[src/rtl/imem_loader_pkg.sv]
// Shared loader constants, state encoding.
// CHK exists only with LOADER_CHECKSUM_EN.
package imem_loader_pkg;

  localparam int INST_WIDTH     = 41;
  localparam int BYTES_PER_INST = 6;
  localparam int IMEM_DEPTH     = 1024;
  localparam int IMEM_ADDR_W    = $clog2(IMEM_DEPTH);
  localparam int CNT_W          = 3;

  typedef enum logic [2:0] {
    IDLE,
    LEN_LO,
    LEN_HI,
    COLLECT,
    WRITE,
`ifdef LOADER_CHECKSUM_EN
    CHK,
`endif
    DONE,
    ERR
  } loaderState_e;

endpackage

[src/rtl/imem_loader_inst_assembler.sv]
// inst_assembler: packs 6 LSB-first bytes into one word.
// Ports: clk, rst, clear, byteValid, byteIn -> word, full.
module inst_assembler
  import imem_loader_pkg::*;
#(
  parameter int INST_W = INST_WIDTH
) (
  input  logic              clk,
  input  logic              rst,
  input  logic              clear,
  input  logic              byteValid,
  input  logic [7:0]        byteIn,
  output logic [INST_W-1:0] word,
  output logic              full
);

  localparam int LO_W  = 8 * (BYTES_PER_INST - 1);
  localparam int TOP_W = INST_W - LO_W;
  localparam logic [CNT_W-1:0] LAST =
    CNT_W'(BYTES_PER_INST - 1);

  logic [CNT_W-1:0] cnt;
  logic             lastByte;

  assign lastByte = (cnt == LAST);
  // High when this accepted byte completes a word.
  assign full = byteValid && lastByte;

  always_ff @(posedge clk) begin
    if (rst || clear) begin
      cnt  <= '0;
      word <= '0;
    end else if (byteValid) begin
      if (lastByte) begin
        cnt <= '0;
        // Only the low bits of the top byte survive.
        word[INST_W-1 -: TOP_W] <= byteIn[TOP_W-1:0];
      end else begin
        cnt <= cnt + 1'b1;
        word[{cnt, 3'b000} +: 8] <= byteIn;
      end
    end
  end

endmodule

[src/rtl/imem_loader.sv]
// imem_loader: serial byte loader into instruction memory.
// Ports: clk, rst, start, inData/inValid/inReady, memWen/memAddr/memData, procRst/done/err. Option: LOADER_CHECKSUM_EN.
module imem_loader
  import imem_loader_pkg::*;
#(
  parameter int ADDR_W = IMEM_ADDR_W,
  parameter int INST_W = INST_WIDTH
) (
  input  logic              clk,
  input  logic              rst,
  input  logic              start,
  input  logic [7:0]        inData,
  input  logic              inValid,
  output logic              inReady,
  output logic              memWen,
  output logic [ADDR_W-1:0] memAddr,
  output logic [INST_W-1:0] memData,
  output logic              procRst,
  output logic              done,
  output logic              err
);

  loaderState_e st, stNext;

  logic [ADDR_W-1:0] idx;
  logic [ADDR_W-1:0] lastIdx;
  logic [ADDR_W-1:0] addrHold;
  logic [INST_W-1:0] dataHold;
  logic [INST_W-1:0] asmWord;
  logic [7:0]        lenLo;
  logic [15:0]       lenN;
  logic              lenBad;
  logic              accept;
  logic              startOk;
  logic              asmFull;
  logic              lastWrite;
`ifdef LOADER_CHECKSUM_EN
  logic [7:0]        chkXor;
`endif

  assign accept    = inValid && inReady;
  assign startOk   = start &&
    (st == IDLE || st == DONE || st == ERR);
  assign lenN      = {inData, lenLo};
  assign lenBad    = (lenN == 16'd0) ||
    ({1'b0, lenN} > (17'd1 << ADDR_W));
  assign lastWrite = (idx == lastIdx);

`ifdef LOADER_CHECKSUM_EN
  assign inReady = (st == LEN_LO) || (st == LEN_HI) ||
    (st == COLLECT) || (st == CHK);
`else
  assign inReady = (st == LEN_LO) || (st == LEN_HI) ||
    (st == COLLECT);
`endif

  // Address/data show live values in WRITE, else last write.
  assign memWen  = (st == WRITE);
  assign memAddr = memWen ? idx : addrHold;
  assign memData = memWen ? asmWord : dataHold;
  assign procRst = (st != DONE);
  assign done    = (st == DONE);
  assign err     = (st == ERR);

  inst_assembler #(
    .INST_W(INST_W)
  ) uAsm (
    .clk      (clk),
    .rst      (rst),
    .clear    (startOk),
    .byteValid(accept && st == COLLECT),
    .byteIn   (inData),
    .word     (asmWord),
    .full     (asmFull)
  );

  always_comb begin
    stNext = st;
    unique case (st)
      IDLE:    if (start) stNext = LEN_LO;
      LEN_LO:  if (accept) stNext = LEN_HI;
      LEN_HI:  if (accept) stNext = lenBad ? ERR : COLLECT;
      COLLECT: if (accept && asmFull) stNext = WRITE;
      WRITE: begin
        if (!lastWrite) stNext = COLLECT;
`ifdef LOADER_CHECKSUM_EN
        else stNext = CHK;
`else
        else stNext = DONE;
`endif
      end
`ifdef LOADER_CHECKSUM_EN
      CHK: begin
        if (accept) stNext = (inData == chkXor) ? DONE : ERR;
      end
`endif
      DONE:    if (start) stNext = LEN_LO;
      ERR:     if (start) stNext = LEN_LO;
      default: stNext = IDLE;
    endcase
  end

  always_ff @(posedge clk) begin
    if (rst) begin
      st       <= IDLE;
      idx      <= '0;
      lastIdx  <= '0;
      addrHold <= '0;
      dataHold <= '0;
      lenLo    <= '0;
    end else begin
      st <= stNext;
      if (startOk) idx <= '0;
      if (st == LEN_LO && accept) lenLo <= inData;
      if (st == LEN_HI && accept)
        lastIdx <= ADDR_W'(lenN - 16'd1);
      if (st == WRITE) begin
        addrHold <= idx;
        dataHold <= asmWord;
        // Saturate at the last index so a full-depth load
        // never wraps back to zero.
        if (!lastWrite) idx <= idx + 1'b1;
      end
    end
  end

`ifdef LOADER_CHECKSUM_EN
  always_ff @(posedge clk) begin
    if (rst || startOk) chkXor <= '0;
    else if (st == COLLECT && accept) chkXor <= chkXor ^ inData;
  end
`endif

endmodule
[config.mk]
export PLATFORM = sky130hd
export DESIGN_NAME = imem_loader
export DESIGN_NICKNAME = d
export VERILOG_FILES = /design/src/rtl/imem_loader_pkg.sv /design/src/rtl/imem_loader_inst_assembler.sv /design/src/rtl/imem_loader.sv
export SDC_FILE = /design/constraint.sdc
export NUM_CORES = 1
export LEC_CHECK = 0
export BUFFER_PORTS_ARGS = -buffer_cell sky130_fd_sc_hd__buf_2
export CORE_MARGIN = 8
export CORE_UTILIZATION = 58
export DETAILED_ROUTE_END_ITERATION = 6
export HOLD_SLACK_MARGIN = 0.12
export PLACE_DENSITY = 0.8
export SETUP_SLACK_MARGIN = 0.4
export SYNTH_ARGS = -nofsm -noshare
export SYNTH_HDL_FRONTEND = slang
export SYNTH_SLANG_ARGS = --single-unit
[constraint.sdc]
create_clock -name clk -period 2.4 [get_ports clk]
set_input_delay 0.36 -clock clk [delete_from_list [all_inputs] [get_ports clk]]
set_output_delay 0.36 -clock clk [all_outputs]
set_load 0.02 [all_outputs]
==> results_dict.tcl, run 1 <==
set metrics [dict create \
    cts.hold.buffers_added 0 \
    first_pass_iters 7 \
    grt_max_degree 45 \
    setup_tns_ns 0 \
    yosys.area.top_type "dfxtp_1" \
    insertion_delay_ns 0.53 \
    nNetsFinal 776 \
    violations "DRC" \
    yosysSeqAreaShare_pct 45.3 \
    powerDensity_mw_per_mm2 802 \
    synth_nets 704 \
    stdcell_area_mm2 0.00740 \
    h-tree-depth 4 \
    synthTopCellsByArea "dfxtp_1 45%, nand2_1 12%, and2_1 6.1%" \
    hold_viol_final 0 \
    crit_family "simple AND/OR/NAND/NOR gates" \
    place_congestion 0.941 \
    arrival_ns 1.74 \
    insertedDiodeCount 0 \
    postPlaceCellArea_mm2 0.00598 \
    rsz0062_at_grt "true" \
    slowest_stage "dfxtp_2" \
    worstPathRequired_ns 2.04 \
    finalCritPeriodShare_pct 87.4 \
    first_global_vias 4877 \
    grt_overflow 0 \
    yosys_warnings 0 \
    cts_tree "done" \
    final_common_cell "nand2_1" \
    drv_cap 0 \
    drive_above_1_share_pct 29.5 \
    finClkSkew_ns 0.00743 \
    grt_antenna_before_repair 0 \
    crit_top_cell "nand2_2" \
    drt-vias-per-instance 6.09 \
    slew_violations 0 \
    tightest_slew_ns 0.528 \
    ys_dominant_reg_cell "dfxtp_1" \
    max_freq_ghz 0.477 \
    outcome "finished with violations" \
    async_flop_share_pct 0 \
    ioPinCount 68 \
    hp-class "in2reg" \
    final_cell_mix "121 x nand2_1, 120 x dfxtp_1, 53 x and2_1" \
    cts_sinks 126 \
    grt_pass1_wl_um 24600 \
    initial_utilization_pct 59.9 \
    portBuffers 67 \
    layout_min_cycle_time_ns 2.10 \
    end_kind "output pin" \
    synth.top_cell.area_share_pct 45.3 \
    die_area_mm2 0.0130 \
    avgSynthCellArea_um2 8.14 \
    die_h_um 114 \
    setup_viol 0 \
    ir_drop_v 0.000591 \
    syn_to_final_growth_pct 33.0 \
    worst-path-max-fanout 7 \
    worst_path_largest_cell_delay_ns 0.34 \
    critPathLaunchType "register" \
    core_area_mm2 0.00928 \
    syn-instance-count 684 \
    synth-edff-count 0 \
    crit_type "reg2out" \
    slew_headroom_pct 64.8 \
    drt-initial-drc-count 759 \
    synth-seq-cells 126 \
    power.total_mw 5.94 \
    detail-route-antenna-nets 0 \
    cts-root-buf "clkbuf_8" \
    netlist_area_mm2 0.00557 \
    cts_made_buffers 17 \
    cts_buffer_depth 2 \
    drt-total-wl_um 18300 \
    power_leakage_nw 3.28 \
    row_count 35 \
    hpwl_um 9240 \
    drc 5 \
    num_vias 5472 \
    ys_types 57 \
    avgRoutedWirePerCell_um 20.3 \
    clk_pin_slew_ns 0.06 \
    die_x_um 114 \
    track_usage_pct 23.8 \
    fillCellCount 525 \
    path_cells "nor2_4, nand2_4, clkinv_8, clkbuf_16, nand2_2, nand2_2, buf_6" \
    cp_num_buf_inv 3 \
]
-- sequential cells by signal (all words and copies together), names as in the netlist --
register / count
addrHold: 10
dataHold: 41
idx: 10
lastIdx: 10
lenLo: 8
st: 3
uAsm.cnt: 3
uAsm.word: 41
-- worst paths after layout --
kind / slack (ns) / end / depth (start not counted) / start
worst max register to register: 0.35 / st[2]$_SDFFE_PP0P_ / 7 / lenLo[1]$_SDFFE_PP0P_
worst min register to register: 0.46 / uAsm.word[23]$_SDFFE_PP0P_ / 2 / uAsm.word[23]$_SDFFE_PP0P_
worst min-delay path: 0.22 / uAsm.word[22]$_SDFFE_PP0P_ / 3 / inData[6]
worst max-delay path: 0.30 / memData[9] / 7 / st[0]$_SDFFE_PP0P_
-- worst min-delay path: cells and delay by family --
family | cells | cell delay [ns]
AND/OR/NAND/NOR | 1 | 0.09
buffers and inverters | 1 | 0.18
AO/OA/AOI/OAI | 1 | 0.06
-- power breakdown --
| part | switching [mW] | leakage [nW] | internal, mW |
|---|---|---|---|
| clock | 1.01 | 0.277 | 1.49 |
| combinational | 0.728 | 1.98 | 0.463 |
| sequential | 0.0814 | 1.02 | 2.17 |
-- stage by stage --
stage	setup WS (ns)	utilization [%]	std cells	hold slack [ns]
after floorplan	0.353	-	684	0.429
after global placement	0.289	64.4	848	0.444
after detailed placement	0.0943	64.4	848	0.445
after CTS	0.339	74.0	887	0.192
after global routing	0.203	79.7	898	0.218
final	0.303	79.7	898	0.219
-- Yosys cell counts, types with 2 or more instances --
| master | n |
|---|---|
| dfxtp_1 | 126 |
| a21boi_0 | 2 |
| xnor2_1 | 7 |
| nand2_1 | 173 |
| or3_1 | 2 |
| nor3_1 | 6 |
| nor4_1 | 3 |
| o21a_1 | 2 |
| o221ai_1 | 2 |
| nor3b_1 | 3 |
| a311oi_1 | 2 |
| o21ai_0 | 12 |
| nand4_1 | 6 |
| mux2i_1 | 25 |
| nand2b_1 | 4 |
| ha_1 | 8 |
| and2_1 | 54 |
| clkbuf_1 | 21 |
| a31oi_1 | 3 |
| nor3_2 | 2 |
| o21ai_1 | 7 |
| nand3_1 | 33 |
| nor2_1 | 54 |
| a211oi_2 | 2 |
| and3_1 | 8 |
| a21oi_1 | 31 |
| xor2_1 | 13 |
| buf_2 | 19 |
| a211oi_1 | 6 |
| o211ai_1 | 4 |
| nor2b_1 | 2 |
| inv_1 | 16 |
| nand4_2 | 2 |
-- cells by family (layout without fill, tap and decap cells) --
group / Yosys count / count (layout) / synth area share (%)
simple gates: 364 / 364 / 31.5
flops: 126 / 126 / 45.3
compound gates: 80 / 80 / 8.90
buf+inv: 60 / 145 / 4.63
mux: 26 / 26 / 4.70
xor+xnor: 20 / 20 / 3.15
fa+ha+maj: 8 / 8 / 1.80
-- area by class of cell --
cell class / instances / area, µm² / area share [%]
sequential: 126 / 2540 / 34.3
inverter: 18 / 80.1 / 1.08
tap: 129 / 161 / 2.18
timing repair buffer: 95 / 953 / 12.9
multi-input combinational: 498 / 3090 / 41.8
clock inverter: 11 / 106 / 1.44
clock buffer: 21 / 469 / 6.34
-- what timing repair did --
item / CTS / global route
setup buffers: 5 / 8
gates resized for setup: 90 / 119
pin swaps: 4 / 25
cloned: 2 / 3
endpoints found under the setup margin: 105 / 95
-- layer usage --
metal | GRT usage [%] | up-vias | part of all wire [%]
met1 | 28.3 | 2577 | 36
met4 | 9.76 | 0 | 4.6
li1 | - | 2416 | -
met2 | 40.0 | 372 | 49
met3 | 6.08 | 107 | 10
met5 | 0 | - | 0
(Power assumes the default switching activity.)
==> inputs of run 2 (changes only) <==
SETUP_SLACK_MARGIN = unset   (was 0.4)
==> results_dict.tcl, run 2 (same netlist as run 1, synthesis figures left out) <==
set metrics [dict create \
    outcome "finished clean" \
    h-tree-depth 4 \
    ir_drop_v 0.000439 \
    row_count 35 \
    slowest_stage "dfxtp_2" \
    arrival_ns 1.93 \
    drc 0 \
    die_x_um 114 \
    first_global_vias 4671 \
    drt-vias-per-instance 5.43 \
    num_vias 4792 \
    layout.cells.non_filler 883 \
    power.total_mw 5.70 \
    detail-route-antenna-nets 0 \
    power_leakage_nw 3.04 \
    first_pass_iters 5 \
    cts-root-buf "clkbuf_8" \
    hold_viol_final 0 \
    nNetsFinal 761 \
    portBuffers 67 \
    grt_antenna_before_repair 0 \
    cts_tree "done" \
    setup_viol 0 \
    rsz0062_at_grt "false" \
    drive_above_1_share_pct 17.5 \
    setup_tns_ns 0 \
    initial_utilization_pct 59.9 \
    worst_path_largest_cell_delay_ns 0.46 \
    grt_pass1_wl_um 22100 \
    finalCritPeriodShare_pct 95.5 \
    syn_to_final_growth_pct 18.5 \
    hp-class "in2reg" \
    worst-path-max-fanout 41 \
    tightest_slew_ns 0.484 \
    avgRoutedWirePerCell_um 15.0 \
    cts_sinks 126 \
    finClkSkew_ns 0.0122 \
    track_usage_pct 21.0 \
    final_common_cell "nand2_1" \
    drt-total-wl_um 13300 \
    max_freq_ghz 0.436 \
    insertedDiodeCount 0 \
    crit_top_cell "nand2_1" \
    drt-initial-drc-count 274 \
    die_h_um 114 \
    worstPathRequired_ns 2.04 \
    grt_overflow 0 \
    die_area_mm2 0.0130 \
    powerDensity_mw_per_mm2 864 \
    clk_pin_slew_ns 0.06 \
    crit_type "reg2out" \
    core_area_mm2 0.00928 \
    insertion_delay_ns 0.52 \
    critPathLaunchType "register" \
    r2r_setup_slack_ns 0.21 \
    hpwl_um 9070 \
    postCtsSetupBuffers 0 \
    slew_headroom_pct 67.5 \
    final_cell_mix "172 x nand2_1, 125 x dfxtp_1, 67 x buf_2" \
    ioPinCount 68 \
    slew_violations 0 \
    place_congestion 0.851 \
    grt_max_degree 49 \
    drv_cap 0 \
    cts_made_buffers 17 \
    path_cells "nand2_4, inv_2, buf_12, nand2_1, nand2_1, buf_2" \
    cts_buffer_depth 2 \
    post-route-util_pct 71.0 \
    largestRegisters "dataHold (41), uAsm.word (41)" \
    end_kind "output pin" \
    layout_min_cycle_time_ns 2.29 \
    timing.hold.ws_ns 0.191 \
    dp_cells 851 \
]
## run 2: area by class of cell
type,count,area [µm²]
multi-input combinational,498,2800
clock inverter,14,160
sequential,126,2520
timing repair buffer,80,458
inverter,18,67.6
clock buffer,18,428
fill,714,2690
tap,129,161
## run 2: layer usage
metal,GRT usage [%],wire length (µm),vias up
met4,7.10,137,0
met2,35.5,6330,155
li1,-,-,2380
met5,0,0,-
met1,25.0,5860,2240
met3,5.92,947,17
## run 2: timing repair
item / in CTS / in global routing
pin swaps: 0 / 0
hold buffers: 0 / 0
endpoints found under the setup margin: 47 / 23
resized for setup: 2 / 1
## run 2: worst max-delay path: cells and delay by family, from the launching register on
| kind | cells | cell delay [ns] |
|---|---|---|
| buffers and inverters | 3 | 0.56 |
| flip-flops | 1 | 0.46 |
| AND/OR/NAND/NOR | 3 | 0.38 |
## run 2: report_power, final
group | internal [mW] | switching (mW)
Clock | 1.52 | 1.00
Sequential | 2.16 | 0.0680
Combinational | 0.349 | 0.594
Total | 4.03 | 1.66
## run 2: final timing paths
path,from,end,cells after the start
worst max-delay path,st[2]$_SDFFE_PP0P_,memData[39],6
worst min-delay path,start,st[2]$_SDFFE_PP0P_,3
worst max register to register,uAsm.cnt[0]$_SDFFE_PP0N_,uAsm.word[2]$_SDFFE_PP0P_,7
worst min register to register,uAsm.word[11]$_SDFFE_PP0P_,uAsm.word[11]$_SDFFE_PP0P_,2
## run 2: stage by stage
stage	instance area [µm²]	worst slack, ns
after global placement	6000	0.366
after detailed placement	6000	0.297
after CTS	6590	0.0465
after floorplan	5570	0.315
after global routing	6590	0.0179
final	6590	0.109
==> inputs of run 3 (changes only) <==
ABC_AREA = 1   (was unset)
PLACE_DENSITY = 0.79   (was 0.8)
SLEW_MARGIN = 15   (was unset)
==> results_dict.tcl, run 3 <==
set metrics [dict create \
    crit_type "reg2out" \
    worst-path-max-fanout 34 \
    ir_drop_v 0.000575 \
    place_congestion 1.00 \
    arrival_ns 2.02 \
    drive_above_1_share_pct 20.1 \
    first_pass_iters 5 \
    setup_viol 0 \
    hpwl_um 10000 \
    rsz0062_at_grt "true" \
    cts_buffer_depth 2 \
    row_count 36 \
    detail-route-antenna-nets 0 \
    insertedDiodeCount 0 \
    syn_to_final_growth_pct 18.7 \
    slew_headroom_pct 54.8 \
    synthTopCellsByArea "dfxtp_1 44%, nand2_1 7.6%, nor2_1 7.6%" \
    nNetsFinal 886 \
    finClkSkew_ns 0.00775 \
    grt_overflow 0 \
    drt-initial-drc-count 599 \
    slew_violations 0 \
    clk_pin_slew_ns 0.06 \
    cts_made_buffers 17 \
    grt_pass1_wl_um 24500 \
    ys_types 36 \
    stdcell_area_mm2 0.00683 \
    hp-class "in2reg" \
    critPathLaunchType "register" \
    finalCritPeriodShare_pct 99.2 \
    hold_viol_final 0 \
    synth-seq-cells 126 \
    netlist_area_mm2 0.00576 \
    max_freq_ghz 0.420 \
    avgRoutedWirePerCell_um 15.2 \
    synth_nets 820 \
    grt_antenna_before_repair 0 \
    synth_common_cells "126 x dfxtp_1, 117 x nand2_1, 116 x nor2_1" \
    initial_utilization_pct 59.4 \
    die_area_mm2 0.0134 \
    final_common_cell "dfxtp_1" \
    yosysSeqAreaShare_pct 43.8 \
    outcome "finished clean" \
    core_area_mm2 0.00968 \
    track_usage_pct 22.8 \
    num_vias 5502 \
    end_kind "output pin" \
    postPlaceCellArea_mm2 0.00618 \
    layout_min_cycle_time_ns 2.38 \
    cts-root-buf "clkbuf_8" \
    synth.most_common_cell "dfxtp_1" \
    ioPinCount 68 \
    avgSynthCellArea_um2 7.19 \
    tightest_slew_ns 0.678 \
    yosys.area.top_type "dfxtp_1" \
    async_flop_share_pct 0 \
    ys_dominant_reg_cell "dfxtp_1" \
    power_leakage_nw 3.43 \
    die_h_um 116 \
    cts_sinks 126 \
    cts.hold.buffers_added 0 \
    first_global_vias 5172 \
    drv_cap 0 \
    power.total_mw 7.47 \
    largestRegisters "dataHold (41), uAsm.word (41)" \
    die_x_um 116 \
    cts_tree "done" \
    setup_tns_ns 0 \
    grt_max_degree 64 \
    insertion_delay_ns 0.53 \
    synth.top_cell.area_share_pct 43.8 \
    drt-total-wl_um 15400 \
    worstPathRequired_ns 2.04 \
    synth-edff-count 0 \
    portBuffers 67 \
    drt-vias-per-instance 5.44 \
    final_cell_mix "123 x dfxtp_1, 116 x nor2_1, 116 x nand2_1" \
    drc 0 \
    yosys_warnings 0 \
    powerDensity_mw_per_mm2 1090 \
    h-tree-depth 4 \
    syn-instance-count 800 \
]
-- run 3: changes by cell type after synthesis, sizes merged, moves of 6 or more --
cell and change:
inv +95, nor2 +68, nand2 -55, and2 -54
o21ai +49, or2 +43, a21oi +30, mux2i -25
nor3 +14, a31oi +11, and3 -8, nand3 +8
xor2 -7, nand4 -6
-- run 3: cell type report --
type                    count  area [µm²]
clock inverters            14         156
repair buffers             81         488
inverters                 112         425
fillers                   781        2850
multi-input cells         528        2650
clock buffers              18         418
well taps                 133         166
flip-flops and latches    126        2530
-- run 3: per-layer routing --
metal  routed length, µm  global-route usage [%]  share of wire [%]  up-vias
met5                   0                       0                  0        -
met4                 450                    9.42                2.9        0
met3                1500                    5.99                9.8       54
met2                6780                    36.2                 44      283
met1                6640                    28.9                 43     2484
li1                    -                       -                  -     2681
-- run 3: what timing repair did --
item	CTS	global route
cloned	0	2
setup buffers	0	0
gates resized for setup	2	11
endpoints found under the setup margin	37	44
-- run 3: cells by family (layout without fill, tap and decap cells) --
group / after synthesis / in the layout / synth area share (%)
buffers and inverters: 146 / 225 / 10.4
adders and majority gates: 8 / 8 / 1.74
and+or+nand+nor: 352 / 352 / 27.9
AOI/OAI and AO/OA: 160 / 160 / 15.0
DFF: 126 / 126 / 43.8
xor gates and xnor gates: 8 / 8 / 1.22
-- run 3: path summary, 6_finish.rpt --
check	startpoint	to	slack, ns	cells after the start
worst max register to register	uAsm.cnt[1]$_SDFFE_PP0N_	uAsm.word[36]$_SDFFE_PP0P_	0.23	11
worst max-delay path	st[0]$_SDFFE_PP0P_	memData[37]	0.02	6
worst min-delay path	inData[4]	uAsm.word[20]$_SDFFE_PP0P_	0.17	3
worst min register to register	uAsm.word[27]$_SDFFE_PP0P_	uAsm.word[27]$_SDFFE_PP0P_	0.47	2
-- run 3: power breakdown --
| group | internal, mW | switching, mW | total (mW) |
|---|---|---|---|
| sequential | 2.34 | 0.122 | 2.46 |
| clock | 1.49 | 0.991 | 2.48 |
| combinational | 0.862 | 1.66 | 2.52 |
| total | 4.70 | 2.77 | 7.47 |
-- run 3: through the flow --
step / util (%) / setup WS (ns) / hold slack (ns) / cells
2_1_floorplan: - / 0.326 / 0.441 / 800
3_3_place_gp: 63.9 / 0.448 / 0.456 / 978
3_5_place_dp: 63.9 / 0.313 / 0.458 / 978
4_1_cts: 69.8 / 0.00324 / 0.154 / 1010
5_1_grt: 70.5 / -0.0458 / 0.176 / 1012
6_report: 70.5 / 0.0203 / 0.169 / 1012
-- run 3: critical path, stage by stage, from the launching register on --
cell and delay [ns]:
dfxtp_4 0.36, nor2_1 0.18, nand2_2 0.11, buf_4 0.25, o21ai_0 0.30, inv_1 0.09, buf_2 0.17
